**src/rtl/cache_set_if.sv**
```systemverilog
// Bundle between cache_set_controller and its surroundings. It carries the
// CPU request port, the broadcast/strobe lines and read-back of the four
// channel ways, the write-back handshake, and the response pulse.
//   slave  : controller view (accepts requests, drives the channel strobes)
//   master : environment view (CPU, channel ways, write-back sink)
interface cache_set_if #(
  parameter int unsigned WAYS  = 4,
  parameter int unsigned TAG_W = 8,
  parameter int unsigned IDX_W = 4,
  parameter int unsigned LRU_W = 3
);
  localparam int unsigned WAY_W = $clog2(WAYS);

  // CPU request port
  logic                   req_valid;
  logic                   req_ready;
  logic [TAG_W-1:0]       req_tag;
  logic [IDX_W-1:0]       req_index;
  logic                   req_write;
  // channel broadcast, strobes and read-back
  logic [TAG_W-1:0]       ch_tag;
  logic [IDX_W-1:0]       ch_index;
  logic                   ch_mod_in;
  logic [WAYS-1:0]        ch_wr;
  logic [WAYS-1:0]        ch_age;
  logic [WAYS*TAG_W-1:0]  ch_tag_out;
  logic [WAYS-1:0]        ch_valid;
  logic [WAYS*LRU_W-1:0]  ch_lru;
  logic [WAYS-1:0]        ch_mod_out;
  // write-back handshake
  logic                   wb_valid;
  logic                   wb_ready;
  logic [TAG_W-1:0]       wb_tag;
  logic [IDX_W-1:0]       wb_index;
  // completion
  logic                   resp_valid;
  logic                   resp_hit;
  logic [WAY_W-1:0]       resp_way;

  modport slave (
    input  req_valid, req_tag, req_index, req_write,
    input  ch_tag_out, ch_valid, ch_lru, ch_mod_out, wb_ready,
    output req_ready, ch_tag, ch_index, ch_mod_in, ch_wr, ch_age,
    output wb_valid, wb_tag, wb_index, resp_valid, resp_hit, resp_way
  );

  modport master (
    output req_valid, req_tag, req_index, req_write,
    output ch_tag_out, ch_valid, ch_lru, ch_mod_out, wb_ready,
    input  req_ready, ch_tag, ch_index, ch_mod_in, ch_wr, ch_age,
    input  wb_valid, wb_tag, wb_index, resp_valid, resp_hit, resp_way
  );
endinterface

```
**src/rtl/cache_set_controller.sv**
```systemverilog
// Sequencer for a 4-way set-associative tag directory. Takes one request at a
// time, looks it up across the ways, picks an LRU victim on a miss, asks for
// write-back of a dirty victim, and pulses the per-way wr/age strobes.
// Ports: clk, rst (async, active-high), bus (cache_set_if.slave: request,
// channel broadcast/strobes/read-back, write-back handshake, response).
// All outputs are registered; they are computed from the next state.
module cache_set_controller #(
  parameter int unsigned WAYS  = 4,
  parameter int unsigned TAG_W = 8,
  parameter int unsigned IDX_W = 4,
  parameter int unsigned LRU_W = 3
) (
  input logic       clk,
  input logic       rst,
  cache_set_if.slave bus
);
  localparam int unsigned WAY_W = $clog2(WAYS);

  typedef enum logic [2:0] {IDLE, LOOKUP, UPDATE, WB, FILL, RESP} state_t;

  state_t             state, state_nx;
  logic               write_q, write_nx;
  logic               hit_q, hit_nx;
  logic [WAY_W-1:0]   way_q, way_nx;
  logic [TAG_W-1:0]   tag_q, tag_nx;
  logic [IDX_W-1:0]   index_q, index_nx;
  logic               req_ready_q, req_ready_nx;
  logic               mod_in_q, mod_in_nx;
  logic [WAYS-1:0]    wr_q, wr_nx;
  logic [WAYS-1:0]    age_q, age_nx;
  logic               wb_valid_q, wb_valid_nx;
  logic [TAG_W-1:0]   wb_tag_q, wb_tag_nx;
  logic [IDX_W-1:0]   wb_index_q, wb_index_nx;
  logic               resp_valid_q, resp_valid_nx;
  logic               resp_hit_q, resp_hit_nx;
  logic [WAY_W-1:0]   resp_way_q, resp_way_nx;

  // lookup results, valid while the ways present the captured index
  logic               hit_any, hit_mod, inv_any, vic_dirty;
  logic [WAY_W-1:0]   hit_way, inv_way, max_way, victim;
  logic [LRU_W-1:0]   max_lru;
  logic [TAG_W-1:0]   vic_tag;
  logic [WAYS-1:0]    way_oh;

  // Hit detection and victim choice; scans go upward so the lowest way wins ties.
  always_comb begin
    hit_any   = 1'b0;
    hit_way   = '0;
    hit_mod   = 1'b0;
    inv_any   = 1'b0;
    inv_way   = '0;
    max_lru   = '0;
    max_way   = '0;
    vic_tag   = '0;
    vic_dirty = 1'b0;
    for (int w = 0; w < int'(WAYS); w++) begin
      if (!hit_any && bus.ch_valid[w] && bus.ch_tag_out[w*TAG_W +: TAG_W] == tag_q) begin
        hit_any = 1'b1;
        hit_way = WAY_W'(w);
        hit_mod = bus.ch_mod_out[w];
      end
      if (!inv_any && !bus.ch_valid[w]) begin
        inv_any = 1'b1;
        inv_way = WAY_W'(w);
      end
      if (bus.ch_lru[w*LRU_W +: LRU_W] > max_lru) begin
        max_lru = bus.ch_lru[w*LRU_W +: LRU_W];
        max_way = WAY_W'(w);
      end
    end
    victim = inv_any ? inv_way : max_way;
    for (int w = 0; w < int'(WAYS); w++) begin
      if (WAY_W'(w) == victim) begin
        vic_tag   = bus.ch_tag_out[w*TAG_W +: TAG_W];
        vic_dirty = bus.ch_valid[w] & bus.ch_mod_out[w];
      end
    end
  end

  // Next state, captured request, and next values of every registered output.
  always_comb begin
    state_nx      = state;
    write_nx      = write_q;
    hit_nx        = hit_q;
    way_nx        = way_q;
    tag_nx        = tag_q;
    index_nx      = index_q;
    wb_tag_nx     = wb_tag_q;
    wb_index_nx   = wb_index_q;
    req_ready_nx  = 1'b0;
    mod_in_nx     = 1'b0;
    wr_nx         = '0;
    age_nx        = '0;
    wb_valid_nx   = 1'b0;
    resp_valid_nx = 1'b0;
    resp_hit_nx   = 1'b0;
    resp_way_nx   = '0;

    case (state)
      IDLE: begin
        if (bus.req_valid) begin
          tag_nx   = bus.req_tag;
          index_nx = bus.req_index;
          write_nx = bus.req_write;
          state_nx = LOOKUP;
        end
      end
      LOOKUP: begin
        if (hit_any) begin
          hit_nx   = 1'b1;
          way_nx   = hit_way;
          state_nx = UPDATE;
        end else begin
          hit_nx      = 1'b0;
          way_nx      = victim;
          wb_tag_nx   = vic_tag;
          wb_index_nx = index_q;
          state_nx    = vic_dirty ? WB : FILL;
        end
      end
      WB:      if (bus.wb_ready) state_nx = FILL;
      UPDATE:  state_nx = RESP;
      FILL:    state_nx = RESP;
      RESP:    state_nx = IDLE;
      default: state_nx = IDLE;
    endcase

    // the target way is written; every other valid way ages
    way_oh = WAYS'(1) << way_nx;
    case (state_nx)
      IDLE: req_ready_nx = 1'b1;
      UPDATE: begin
        wr_nx     = way_oh;
        age_nx    = bus.ch_valid & ~way_oh;
        mod_in_nx = hit_mod | write_q;
      end
      FILL: begin
        wr_nx     = way_oh;
        age_nx    = bus.ch_valid & ~way_oh;
        mod_in_nx = write_q;
      end
      WB: wb_valid_nx = 1'b1;
      RESP: begin
        resp_valid_nx = 1'b1;
        resp_hit_nx   = hit_q;
        resp_way_nx   = way_q;
      end
      default: ;
    endcase
  end

  // State and output registers; reset drops any write-back and strobe at once.
  always_ff @(posedge clk or posedge rst) begin
    if (rst) begin
      state        <= IDLE;
      write_q      <= 1'b0;
      hit_q        <= 1'b0;
      way_q        <= '0;
      tag_q        <= '0;
      index_q      <= '0;
      wb_tag_q     <= '0;
      wb_index_q   <= '0;
      req_ready_q  <= 1'b1;
      mod_in_q     <= 1'b0;
      wr_q         <= '0;
      age_q        <= '0;
      wb_valid_q   <= 1'b0;
      resp_valid_q <= 1'b0;
      resp_hit_q   <= 1'b0;
      resp_way_q   <= '0;
    end else begin
      state        <= state_nx;
      write_q      <= write_nx;
      hit_q        <= hit_nx;
      way_q        <= way_nx;
      tag_q        <= tag_nx;
      index_q      <= index_nx;
      wb_tag_q     <= wb_tag_nx;
      wb_index_q   <= wb_index_nx;
      req_ready_q  <= req_ready_nx;
      mod_in_q     <= mod_in_nx;
      wr_q         <= wr_nx;
      age_q        <= age_nx;
      wb_valid_q   <= wb_valid_nx;
      resp_valid_q <= resp_valid_nx;
      resp_hit_q   <= resp_hit_nx;
      resp_way_q   <= resp_way_nx;
    end
  end

  assign bus.req_ready  = req_ready_q;
  assign bus.ch_tag     = tag_q;
  assign bus.ch_index   = index_q;
  assign bus.ch_mod_in  = mod_in_q;
  assign bus.ch_wr      = wr_q;
  assign bus.ch_age     = age_q;
  assign bus.wb_valid   = wb_valid_q;
  assign bus.wb_tag     = wb_tag_q;
  assign bus.wb_index   = wb_index_q;
  assign bus.resp_valid = resp_valid_q;
  assign bus.resp_hit   = resp_hit_q;
  assign bus.resp_way   = resp_way_q;
endmodule
```
**src/flat_wrapper.sv**
```systemverilog
// flat-port wrapper written by rule: the top's interface ports become plain ports
module cache_set_controller_flat 
#(
  parameter int unsigned WAYS  = 4,
  parameter int unsigned TAG_W = 8,
  parameter int unsigned IDX_W = 4,
  parameter int unsigned LRU_W = 3
)
  (clk, rst, bus_req_valid, bus_req_tag, bus_req_index, bus_req_write, bus_ch_tag_out, bus_ch_valid, bus_ch_lru, bus_ch_mod_out, bus_wb_ready, bus_req_ready, bus_ch_tag, bus_ch_index, bus_ch_mod_in, bus_ch_wr, bus_ch_age, bus_wb_valid, bus_wb_tag, bus_wb_index, bus_resp_valid, bus_resp_hit, bus_resp_way);
  cache_set_if #(.WAYS(WAYS), .TAG_W(TAG_W), .IDX_W(IDX_W), .LRU_W(LRU_W)) bus_i ();
  input logic clk;
  input logic rst;
  input wire logic [$bits(bus_i.req_valid)-1:0] bus_req_valid;
  input wire logic [$bits(bus_i.req_tag)-1:0] bus_req_tag;
  input wire logic [$bits(bus_i.req_index)-1:0] bus_req_index;
  input wire logic [$bits(bus_i.req_write)-1:0] bus_req_write;
  input wire logic [$bits(bus_i.ch_tag_out)-1:0] bus_ch_tag_out;
  input wire logic [$bits(bus_i.ch_valid)-1:0] bus_ch_valid;
  input wire logic [$bits(bus_i.ch_lru)-1:0] bus_ch_lru;
  input wire logic [$bits(bus_i.ch_mod_out)-1:0] bus_ch_mod_out;
  input wire logic [$bits(bus_i.wb_ready)-1:0] bus_wb_ready;
  output wire logic [$bits(bus_i.req_ready)-1:0] bus_req_ready;
  output wire logic [$bits(bus_i.ch_tag)-1:0] bus_ch_tag;
  output wire logic [$bits(bus_i.ch_index)-1:0] bus_ch_index;
  output wire logic [$bits(bus_i.ch_mod_in)-1:0] bus_ch_mod_in;
  output wire logic [$bits(bus_i.ch_wr)-1:0] bus_ch_wr;
  output wire logic [$bits(bus_i.ch_age)-1:0] bus_ch_age;
  output wire logic [$bits(bus_i.wb_valid)-1:0] bus_wb_valid;
  output wire logic [$bits(bus_i.wb_tag)-1:0] bus_wb_tag;
  output wire logic [$bits(bus_i.wb_index)-1:0] bus_wb_index;
  output wire logic [$bits(bus_i.resp_valid)-1:0] bus_resp_valid;
  output wire logic [$bits(bus_i.resp_hit)-1:0] bus_resp_hit;
  output wire logic [$bits(bus_i.resp_way)-1:0] bus_resp_way;
  assign bus_i.req_valid = bus_req_valid;
  assign bus_i.req_tag = bus_req_tag;
  assign bus_i.req_index = bus_req_index;
  assign bus_i.req_write = bus_req_write;
  assign bus_i.ch_tag_out = bus_ch_tag_out;
  assign bus_i.ch_valid = bus_ch_valid;
  assign bus_i.ch_lru = bus_ch_lru;
  assign bus_i.ch_mod_out = bus_ch_mod_out;
  assign bus_i.wb_ready = bus_wb_ready;
  assign bus_req_ready = bus_i.req_ready;
  assign bus_ch_tag = bus_i.ch_tag;
  assign bus_ch_index = bus_i.ch_index;
  assign bus_ch_mod_in = bus_i.ch_mod_in;
  assign bus_ch_wr = bus_i.ch_wr;
  assign bus_ch_age = bus_i.ch_age;
  assign bus_wb_valid = bus_i.wb_valid;
  assign bus_wb_tag = bus_i.wb_tag;
  assign bus_wb_index = bus_i.wb_index;
  assign bus_resp_valid = bus_i.resp_valid;
  assign bus_resp_hit = bus_i.resp_hit;
  assign bus_resp_way = bus_i.resp_way;
  cache_set_controller #(.WAYS(WAYS), .TAG_W(TAG_W), .IDX_W(IDX_W), .LRU_W(LRU_W)) u_core (.clk(clk), .rst(rst), .bus(bus_i));
endmodule
```
**config.mk**
```make
export PLATFORM = sky130hd
export DESIGN_NAME = cache_set_controller_flat
export DESIGN_NICKNAME = d
export VERILOG_FILES = /design/src/rtl/cache_set_if.sv /design/src/rtl/cache_set_controller.sv /design/src/flat_wrapper.sv
export SDC_FILE = /design/constraint.sdc
export NUM_CORES = 1
export LEC_CHECK = 0
export CAP_MARGIN = 20
export CORE_ASPECT_RATIO = 1.1
export CORE_MARGIN = 2
export CORE_UTILIZATION = 45
export DETAILED_ROUTE_END_ITERATION = 8
export PLACE_DENSITY = 0.89
export REMOVE_ABC_BUFFERS = 1
export SYNTH_ARGS = -nofsm -noshare
export SYNTH_HDL_FRONTEND = slang
export SYNTH_SLANG_ARGS = --single-unit
```
**constraint.sdc**
```tcl
create_clock -name clk -period 2.8 [get_ports clk]
set_clock_uncertainty 0.2 [all_clocks]
set_input_delay 0.56 -clock clk [delete_from_list [all_inputs] [get_ports clk]]
set_output_delay 0.56 -clock clk [all_outputs]
set_load 0.02 [all_outputs]
```
==> flow_summary.ini <==
[power]
power_density_nw_per_um2 = 903
swShare_pct = 41.4
intPower_mw = 2.66
vdd_drop_max_mv = 0.648
clkPwrFrac_pct = 11.7
p_leak_nw = 2.11
p_sw_mw = 1.88
p_seq_share_pct = 27.4
p_total_mw = 4.53
pwr-share-comb_pct = 60.9

[critical_path]
path_max_fanout = 5
cp-startpoint = bus_ch_lru[5]
r2r-start = u_core.bus.ch_tag[4]$_DFFE_PP0P_
end_kind = flop
reg2reg_depth = 7
crit_end = u_core.bus.ch_age[0]$_DFF_PP0_
worst_ep_required_time_ns = 2.81
cp-start-kind = input pin
critPathArrivalTime_ns = 4.29
reg2reg_to = u_core.bus.ch_mod_in$_DFF_PP0_
reg2reg_slack_ns = 0.21
path_class = input pin to flop

[logic_synthesis]
synth_cell_types = 51
synth_edf_count = 0
syn_area_per_cell_um2 = 9.97
synth_seq_area_share_pct = 39.3
async_flop_share_pct = 100
synth_warnings = 0
synthFlopType = dfrtp_1
syn_area_um2 = 2930
ys_ff_latch = 46
synthCells = 294

[global_routing]
grt_pass1_vias = 3377
grt-busiest-layer = met2
grt_antenna_before_repair = 0
grt_usage_pct = 29.0
grt_max_degree = 22
met3_usage_pct = 8.27
grt_pass1_wl_mm = 15.6
grtUsageMet2_pct = 51.5
overflow = 0
met1_usage_pct = 28.7

[place]
io_buffer_count = 107
dpl.hpwl_mm = 6.60
dpl-instance-area_um2 = 4350
gp_congestion = 0.864

[drt]
wirelength_mm = 10.9
drc = 0
drt_iter0_drc = 184
wl_per_cell_um = 20.2
ant_nets = 0
viasPerCell = 5.77
dr.pass1.iters = 4
via_count = 3108

[cts]
numCtsBuffers = 5
htree_levels = 2
ctsLongestPathBuffers = 2
clkLatencyLatePin_ns = 0.31
ctsHoldBuffers = 0
cts_tree = done
root_buffer = clkbuf_8
cts.clk_slew.worst_paths_ns = 0.09
cts_sinks = 46

[floorplanning]
coreArea_um2 = 6230
fp.dieArea_um2 = 7170
rows = 30
initial_core_util_pct = 47.0
die_w_um = 80.9
fp.dieH_um = 88.6
ios = 108

[layout]
drive_gt1_share_pct = 37.0
antenna_cells = 0
design_area_um2 = 5020
fin_nets = 536
area_growth_pct = 71.3
mostFrequentLayoutCell = clkdlybuf4s50_1
utilization_pct = 80.6
layout_common_cells = clkdlybuf4s50_1, buf_4, dfrtp_1, xnor2_1, nand2_1

[run]
drv_cap = 0

[run_status]
status = finished with violations
violations = setup timing

[timing]
tns_ns = -33.78
setup_ws_ns = -1.49
worst_pin_slew_ns = 0.484
max_freq_mhz = 233
final.min_clock_period_ns = 4.29
rsz0062_at_grt = true
slew_viol_final = 0
whs_ns = 0.305
setup_viol = 24
slew_headroom_pct = 67.5
finalHoldViolCount = 0
fin_crit_sh_pct = 153

[min_path]
hold_path.class = flop to flop
## registers in the layout (all words and copies together), names as in the netlist, 2 cells and up
name	cells
u_core.bus.ch_wr	4
u_core.state	3
u_core.bus.wb_index	4
u_core.bus.ch_index	4
u_core.bus.ch_tag	8
u_core.bus.resp_way	2
u_core.way_q	2
u_core.bus.ch_age	4
u_core.bus.wb_tag	8
## power groups by stage
stage | sequential (mW) | clock, mW | combinational, mW
3_3_place_gp | 1.22 | 0 | 2.21
6_report | 1.24 | 0.529 | 2.76
4_1_cts | 1.23 | 0.530 | 2.54
3_5_place_dp | 1.24 | 0 | 2.28
5_1_grt | 1.27 | 0.558 | 2.90
2_1_floorplan | 1.48 | 0 | 0.921
## synth_stat cells, types with 5 or more instances
cell type	n	area share, %
buf_4	8	2.0
a21oi_1	11	1.9
nand2_1	30	3.8
dfrtp_1	45	38
nand4_1	8	1.7
xnor2_1	31	9.3
nand3_1	8	1.4
and2_1	5	1.1
inv_1	13	1.7
mux2_2	25	9.6
mux2i_1	10	3.4
nor3_1	6	1.0
nor2_1	10	1.3
o21ai_0	19	3.2
ha_1	9	3.8
clkbuf_1	5	0.64
## area by class of cell
cell class	count	area [um2]
Clock inverter	3	48.8
Inverter	13	51.3
Tap cell	80	100
Clock buffer	5	68.8
Sequential cell	46	1150
Fill cell	354	1210
Timing Repair Buffer	174	1680
Multi-Input combinational cell	218	1920
## cell families (layout without fill, tap and decap cells)
logic type | Yosys count | count (layout) | synth area share, %
AO/OA/AOI/OAI | 56 | 56 | 13.5
XOR/XNOR | 32 | 32 | 9.56
adder cells (fa/ha/maj) | 9 | 9 | 3.84
buffers and inverters | 30 | 195 | 5.47
flip-flops | 46 | 46 | 39.3
multiplexers | 36 | 36 | 13.5
AND/OR/NAND/NOR | 85 | 85 | 14.7
## per-stage QoR
step	setup WS [ns]	instances
3_5_place_dp	-2.34	509
4_1_cts	-1.24	534
2_1_floorplan	-1.97	277
6_report	-1.49	539
3_3_place_gp	-2.08	509
5_1_grt	-1.64	539
## routing by layer
| layer | vias up | wire length [um] | share of wire [%] |
|---|---|---|---|
| met3 | 68 | 737 | 6.8 |
| met5 | - | 0 | 0 |
| li1 | 1359 | - | - |
| met2 | 173 | 5610 | 52 |
| met1 | 1508 | 3840 | 35 |
| met4 | 0 | 690 | 6.3 |
## worst min path at each step
stage,slack (ns),to,from,cells past startpoint
finish,0.30,u_core.bus.resp_hit$_DFF_PP0_,u_core.hit_q$_DFFE_PP0P_,1
floorplan,0.25,u_core.bus.resp_way[0]$_DFF_PP0_,u_core.way_q[0]$_DFF_PP0_,1
CTS,0.30,u_core.hit_q$_DFFE_PP0P_,u_core.hit_q$_DFFE_PP0P_,1
global placement,0.27,u_core.bus.resp_hit$_DFF_PP0_,u_core.hit_q$_DFFE_PP0P_,1
global route,0.33,u_core.hit_q$_DFFE_PP0P_,u_core.hit_q$_DFFE_PP0P_,1
detailed placement,0.28,u_core.hit_q$_DFFE_PP0P_,u_core.hit_q$_DFFE_PP0P_,1
## worst max-delay path, stage by stage
cell and delay [ns]:
buf_8 0.10, ha_4 0.29, nand3b_1 0.17, a21oi_4 0.20, mux2_4 0.34, ha_4 0.16, nand3b_1 0.21, a21bo_2 0.27
o21ai_2 0.21, ha_4 0.24, nor2b_4 0.13, o221ai_4 0.23, a41oi_4 0.22, buf_8 0.20, nor3_2 0.11, o31a_1 0.28
inv_2 0.11, o211a_1 0.24
## timing repair
| action | CTS | global route |
|---|---|---|
| buffers inserted | 17 | 6 |
| endpoints found under the setup margin | 24 | 28 |
| pin swaps | 32 | 27 |
| resized for setup | 93 | 37 |
| cloned | 1 | 0 |
| hold endpoints to repair | 0 | 0 |
Note: power is estimated with default switching activity, not from simulation.
